===== config.mk =====
export PLATFORM = sky130hd
export DESIGN_NAME = delay_meter
export DESIGN_NICKNAME = d
export VERILOG_FILES = /design/src/rtl/delay_meter.sv
export SDC_FILE = /design/constraint.sdc
export NUM_CORES = 1
export LEC_CHECK = 0
export ABC_AREA = 1
export CAP_MARGIN = 20
export CELL_PAD_IN_SITES_DETAIL_PLACEMENT = 1
export CELL_PAD_IN_SITES_GLOBAL_PLACEMENT = 1
export CORE_MARGIN = 2
export CORE_UTILIZATION = 44
export CTS_CLUSTER_DIAMETER = 200
export DETAILED_ROUTE_END_ITERATION = 7
export GPL_ROUTABILITY_DRIVEN = 0
export GPL_TIMING_DRIVEN = 0
export PLACE_DENSITY = 0.8
export SLEW_MARGIN = 25
export SYNTH_ARGS = -nofsm -noshare
export SYNTH_HDL_FRONTEND = slang
export SYNTH_SLANG_ARGS = --single-unit

===== constraint.sdc =====
create_clock -name clk_i -period 4.82 [get_ports clk_i]
set_input_delay 0.723 -clock clk_i [delete_from_list [all_inputs] [get_ports clk_i]]
set_output_delay 0.723 -clock clk_i [all_outputs]
set_load 0.1 [all_outputs]

===== src/rtl/delay_meter.sv =====
// delay_meter: measures the latency of a single-bit delay path by flushing it,
// sending one probe pulse and counting cycles until the echo returns.
//
// state | meaning
// ------+---------------------------------------------------------------
// IDLE  | waiting for start_i; result outputs hold the last measurement
// FLUSH | waiting for MAX_DELAY consecutive quiet echo cycles
// PROBE | probe_o high for exactly one cycle
// WAIT  | counting cycles until the echo arrives or MAX_DELAY expires
module delay_meter #(
  parameter  int MAX_DELAY = 64,
  localparam int D_W       = $clog2(MAX_DELAY + 1)
) (
  input  logic           clk_i,
  input  logic           srst_i,
  input  logic           start_i,
  input  logic           echo_i,
  output logic           probe_o,
  output logic           busy_o,
  output logic           done_o,
  output logic [D_W-1:0] delay_o,
  output logic           timeout_o
);

  localparam int G_W = $clog2(4 * MAX_DELAY + 1);
  localparam logic [D_W-1:0] MAX_C   = D_W'(MAX_DELAY);
  localparam logic [G_W-1:0] GUARD_C = G_W'(4 * MAX_DELAY);

  typedef enum logic [1:0] {IDLE, FLUSH, PROBE, WAIT} state_t;

  state_t         state_q, state_d;
  logic [D_W-1:0] quiet_q, quiet_d;
  logic [G_W-1:0] guard_q, guard_d;
  logic [D_W-1:0] wait_q,  wait_d;
  logic           fin, fin_to, clr;
  logic [D_W-1:0] fin_delay;
  logic [D_W-1:0] quiet_inc;
  logic [G_W-1:0] guard_inc;

  assign quiet_inc = quiet_q + D_W'(1);
  assign guard_inc = guard_q + G_W'(1);
  assign busy_o    = (state_q != IDLE);

  // Next-state, counter updates and result capture strobes.
  always_comb begin
    state_d   = state_q;
    quiet_d   = quiet_q;
    guard_d   = guard_q;
    wait_d    = wait_q;
    fin       = 1'b0;
    fin_to    = 1'b0;
    fin_delay = '0;
    clr       = 1'b0;
    case (state_q)
      IDLE: begin
        if (start_i) begin
          state_d = FLUSH;
          quiet_d = '0;
          guard_d = '0;
          wait_d  = '0;
          clr     = 1'b1;
        end
      end
      FLUSH: begin
        quiet_d = echo_i ? '0 : quiet_inc;
        guard_d = guard_inc;
        // A clean quiet window wins over the guard expiring on the same cycle.
        if (!echo_i && quiet_inc == MAX_C) begin
          state_d = PROBE;
        end else if (guard_inc == GUARD_C) begin
          state_d = IDLE;
          fin     = 1'b1;
          fin_to  = 1'b1;
        end
      end
      PROBE: begin
        if (echo_i) begin
          state_d = IDLE;
          fin     = 1'b1;
        end else begin
          state_d = WAIT;
          wait_d  = D_W'(1);
        end
      end
      WAIT: begin
        if (echo_i) begin
          state_d   = IDLE;
          fin       = 1'b1;
          fin_delay = wait_q;
        end else if (wait_q == MAX_C) begin
          state_d = IDLE;
          fin     = 1'b1;
          fin_to  = 1'b1;
        end else begin
          wait_d = wait_q + D_W'(1);
        end
      end
      default: state_d = IDLE;
    endcase
  end

  // State, counters and registered outputs; reset abandons any measurement.
  always_ff @(posedge clk_i) begin
    if (srst_i) begin
      state_q   <= IDLE;
      quiet_q   <= '0;
      guard_q   <= '0;
      wait_q    <= '0;
      probe_o   <= 1'b0;
      done_o    <= 1'b0;
      delay_o   <= '0;
      timeout_o <= 1'b0;
    end else begin
      state_q <= state_d;
      quiet_q <= quiet_d;
      guard_q <= guard_d;
      wait_q  <= wait_d;
      probe_o <= (state_d == PROBE);
      done_o  <= fin;
      if (clr) begin
        delay_o   <= '0;
        timeout_o <= 1'b0;
      end else if (fin) begin
        delay_o   <= fin_delay;
        timeout_o <= fin_to;
      end
    end
  end

endmodule


Word level (Yosys, flattened, before mapping)
Cells that the tools add are included.
{ "word_totals": {"regBits": 35, "inputBits": 4, "output_inout_bits": 11, "elab_cells": 59} }
{ "classes": {"addsub": 3, "n_eq_ne": 11, "muxes": 28, "n_reduce_logical": 9} }
{ "op_table": {"columns": ["operator", "count"], "rows": [
  ["2-to-1 mux 7 bit", 7],
  ["case mux 7 bit (3 select lines)", 1],
  ["case mux 9 bit (2 select lines)", 1],
  ["adder 7 x 1 -> 7 bit, second input constant", 2],
  ["equality test 7 bit, second input constant", 2],
  ["case mux 7 bit (2 select lines)", 1],
  ["2-to-1 mux 2 bit", 6],
  ["adder 9 x 1 -> 9 bit, second input constant", 1],
  ["equality test 9 bit, second input constant", 1],
  ["2-to-1 mux 9 bit", 1],
  ["2-to-1 mux 1 bit", 8],
  ["!= test 2 bit, second input constant", 4],
  ["case mux 2 bit (4 select lines)", 1],
  ["equality test 2 bit, second input constant", 3],
  ["AND reduction 5 bit", 1],
  ["nonzero test 2 bit", 2],
  ["case mux 1 bit (3 select lines)", 1],
  ["nonzero test 3 bit", 1],
  ["equality test 2 x 1 -> 1 bit, second input constant", 1],
  ["zero test 2 bit", 1],
  ["case mux 1 bit (2 select lines)", 1],
  ["AND reduction 2 bit", 1],
  ["OR reduction 2 bit", 1],
  ["logical AND 1 bit", 1],
  ["zero test 1 bit", 1]
]} }

Longest topological paths before layout
{ "depth": {"word_depth": 6, "mapped_depth": 13, "depth_no_buf": 13} }

Worst setup path after synthesis
No wires, ideal clock.
{ "synth_timing": {"path_kind": "flip-flop to output port", "startpoint": "reg state_q[1]", "endpoint": "out busy_o", "arrival_time_ps": 1047, "required_time_ps": 4097, "path_slack_ps": 3050, "stages_incl_launch_ff": 3, "n_path_buf": 0, "path_cell_list": "dfxtp_1 > nor2_1 > inv_1"} }
{ "synth_via": {"elab_chain_cells": 1} }
{ "synth_lines": {"columns": ["element", "line_no", "rtl"], "rows": [
  ["start, declared", "31", "state_t state_q, state_d;"],
  ["start signal, assigned", "114", "state_q <= state_d;"],
  ["nonzero test 2 bit", "42", "assign busy_o = (state_q != IDLE);"],
  ["end, declared", "19", "output logic busy_o,"]
]} }
Every way passes these cells.

Final worst setup path
Same ends and word-level chain as after synthesis.

==> key figures <==
Status
  – Status: finished clean

Routing
  – Via Count: 1900
  – DR DRC count: 0
  – Via density: a little over 5
  – Antenna Nets Post-Route: 0
  – WL final: 4890 um
  – DRT Pass-1 Iters: 6
  – Initial DRC Count: between 90 and 100
  – DR WL/cell: 13.2 um

Hold path
  – Hold Path Cell Cnt: 2
  – HP Start: wait_q[6]$_SDFFE_PP0P_
  – Worst Hold End: wait_q[6]$_SDFFE_PP0P_
  – Hold Crit Class: reg2reg

Finish
  – Multi-input gate area: 0.00108 mm^2
  – Non-Filler Instances: 371
  – Fillers: 617
  – Area grow syn2layout: 14.0%
  – Final core occ: 51.8%
  – Reg area: 701 um^2
  – Number of inserted diodes: 0
  – Design Area, Final: 0.00226 mm^2
  – Nets@finish: 329
  – Share of layout cells above drive strength 1: between 10% and 20%

Global routing
  – Global-route wire length before repair: 8630 um
  – Initial antenna violation count: 0
  – Vias in the first global route: 1896
  – Grt ovf: 0
  – Gr usage total: 21.5%
  – Pin count of the biggest net entering global routing: 11

Placement
  – Final HPWL DP: around 3800 um
  – IO buf count: 14
  – Inst Count DP: 365
  – Worst slack at placement: 2350 ps
  – Dpl cell area: 0.00218 mm^2

CTS
  – Worst skew pair latency: 290 ps
  – CTS Buffer Depth: 2
  – Hold Buf Count CTS: 0
  – CTS clk-pin slew, worst paths: 70 ps
  – Clk sinks: 35
  – CTS Buf Count: 5
  – Clk root buf: clkbuf_8
  – Post-cts sizing count: 0
  – H-tree level count: 2
  – CTS tree: done
  – Post-CTS Setup Repair Bufs: 0

Logic synthesis
  – Distinct cell type count after synthesis: 31
  – Synth Area in Adders: 3.16%
  – Top-count cell post-synth: nand2_1
  – Ys Warns: 0
  – Post-Syn Nets: a little over 300
  – Complex-gate fraction of the synthesized area: 11.6%
  – Async set-reset flop share out of synthesis: 0%
  – Syn avg cell area: 6.62 um^2
  – Leading post-synthesis cells by cell area: dfxtp_1 (35%), nand2_1 (15%), inv_1 (7.4%), a21oi_1 (6.3%), nor2_1 (6.3%)
  – Simple logic cell fraction of the synthesized area: 39.2%
  – Top cell type's share of synthesized area: 35.4%
  – Syn Std Cell Area: 0.00198 mm^2
  – Area leader, netlist: dfxtp_1
  – Post-Syn Instances: 299
  – Post-synthesis mux area share: 0%
  – Post-synthesis sequential area ratio: roughly 35%
  – Flops & latches, synth: 35
  – Number of synthesized flops with an enable pin: 0
  – Top_reg_cell synth: dfxtp_1
  – Largest family of logic cells by synthesized area: simple AND/OR/NAND/NOR gates
  – Leading cell types by count after synthesis: nand2_1 (81), inv_1 (39), dfxtp_1 (35)
  – Xor and xnor area share after synthesis: 0.886%

Timing
  – Worst setup margin: 2070 ps
  – Fin crit share: 57.2%
  – Min Hold Slack: 469 ps
  – Post-layout min period: roughly 2800 ps
  – Max_slew headroom: 34.5%
  – Setup TNS: 0 ps
  – Final setup violating endpoints: 0
  – RSZ-0062 raised after global routing: false
  – Fmax achieved: 0.363 GHz
  – Least-Margin Pin Slew: 979 ps
  – Slew Limit Fails: 0
  – Clk_skew: 5.47 ps
  – Final Hold Viols: 0

Floorplanning
  – DIE AREA: 0.00505 mm^2
  – Die Width: 71.1 um
  – Die H: approximately 71 um
  – I/O pin count: 15
  – Initial core utilization: about 45%
  – Core ar.: ~0.0044 mm^2
  – Row cnt: 24

Critical path
  – Reg-to-reg endpoint: delay_o[3]$_SDFFE_PP0P_
  – Critical Path AT: a little over 2000 ps
  – Worst Setup End Kind: output port
  – Reg-to-reg slack, setup: around 2800 ps
  – CP max FO: 7
  – WP data required: 4100 ps
  – Crit path kind: reg2out
  – Worst R2R Start: quiet_q[0]$_SDFFE_PP0P_
  – Startpoint Class: flip-flop
  – R2R depth: 13

Power
  – Maximum VDD drop: about 110 uV
  – Pwr Density: 239 mW/mm^2
  – LEAKAGE: between 0.9 and 1 nW
  – Total power: 540 uW

Run
  – Max-cap violations: 0
-- per-layer routing --
metal	global-route usage, %	wire [um]
met5	0	0
met4	5.24	60
met3	4.56	124
met2	35.5	2310
met1	28.7	2390
-- worst max-delay path, cell delays in order, from the launching register on --
cell             delay (ps)
dfxtp_1                 440
nor2_1                   80
inv_1                    90
clkdlybuf4s50_1        1130
-- layout make-up --
class	count	area share [%]
well taps	52	2.88
plain buffers	5	1.05
repair buffers	14	6.21
inverters	45	7.49
flip-flops and latches	35	31.1
clock buffers	6	3.22
multi-input cells	214	48.1
-- how the worst max path moves through the flow --
stage,startpoint,end,slack [ps]
2_1_floorplan,state_q[1]$_SDFF_PP0_,busy_o,3050
3_3_place_gp,srst_i,done_o$_SDFF_PP0_,2330
3_5_place_dp,srst_i,done_o$_SDFF_PP0_,2350
4_1_cts,state_q[1]$_SDFF_PP0_,busy_o,2070
5_1_grt,state_q[1]$_SDFF_PP0_,busy_o,2030
6_report,state_q[1]$_SDFF_PP0_,busy_o,2070
-- kinds of logic (layout without fill, tap and decap cells) --
group                      Yosys count  count (layout)
AOI/OAI and AO/OA                   40              40
buffers and inverters               50              70
adders and majority gates            5               5
DFF                                 35              35
and+or+nand+nor                    167             167
xor gates and xnor gates             2               2
-- report_power, final --
part	switching, mW	total [mW]	internal [mW]
clock network	0.102	0.198	0.0963
logic	0.0318	0.0433	0.0114
registers	0.00515	0.298	0.293
-- cells in the final DEF (no fill, tap or decap), types with 2 or more instances in the layout --
master           count
a21oi_1             25
clkbuf_1             4
clkbuf_8             5
clkdlybuf4s50_1     14
clkinv_1             2
dfxtp_1             35
ha_1                 5
inv_1               39
inv_2                4
nand2_1             81
nand2_2              6
nand3_1             20
nand3_2              2
nand3b_1             2
nand4_1             10
nor2_1              33
nor2_2               4
nor2_4               4
o21ai_0              9
or2_2                2
-- sequential cells by signal (all words and copies together), names as in the netlist --
signal and cells:
guard_q 9, done_o 1, quiet_q 7, probe_o 1, delay_o 7, state_q 2
wait_q 7, timeout_o 1
Power figures use the tool's default switching activity.
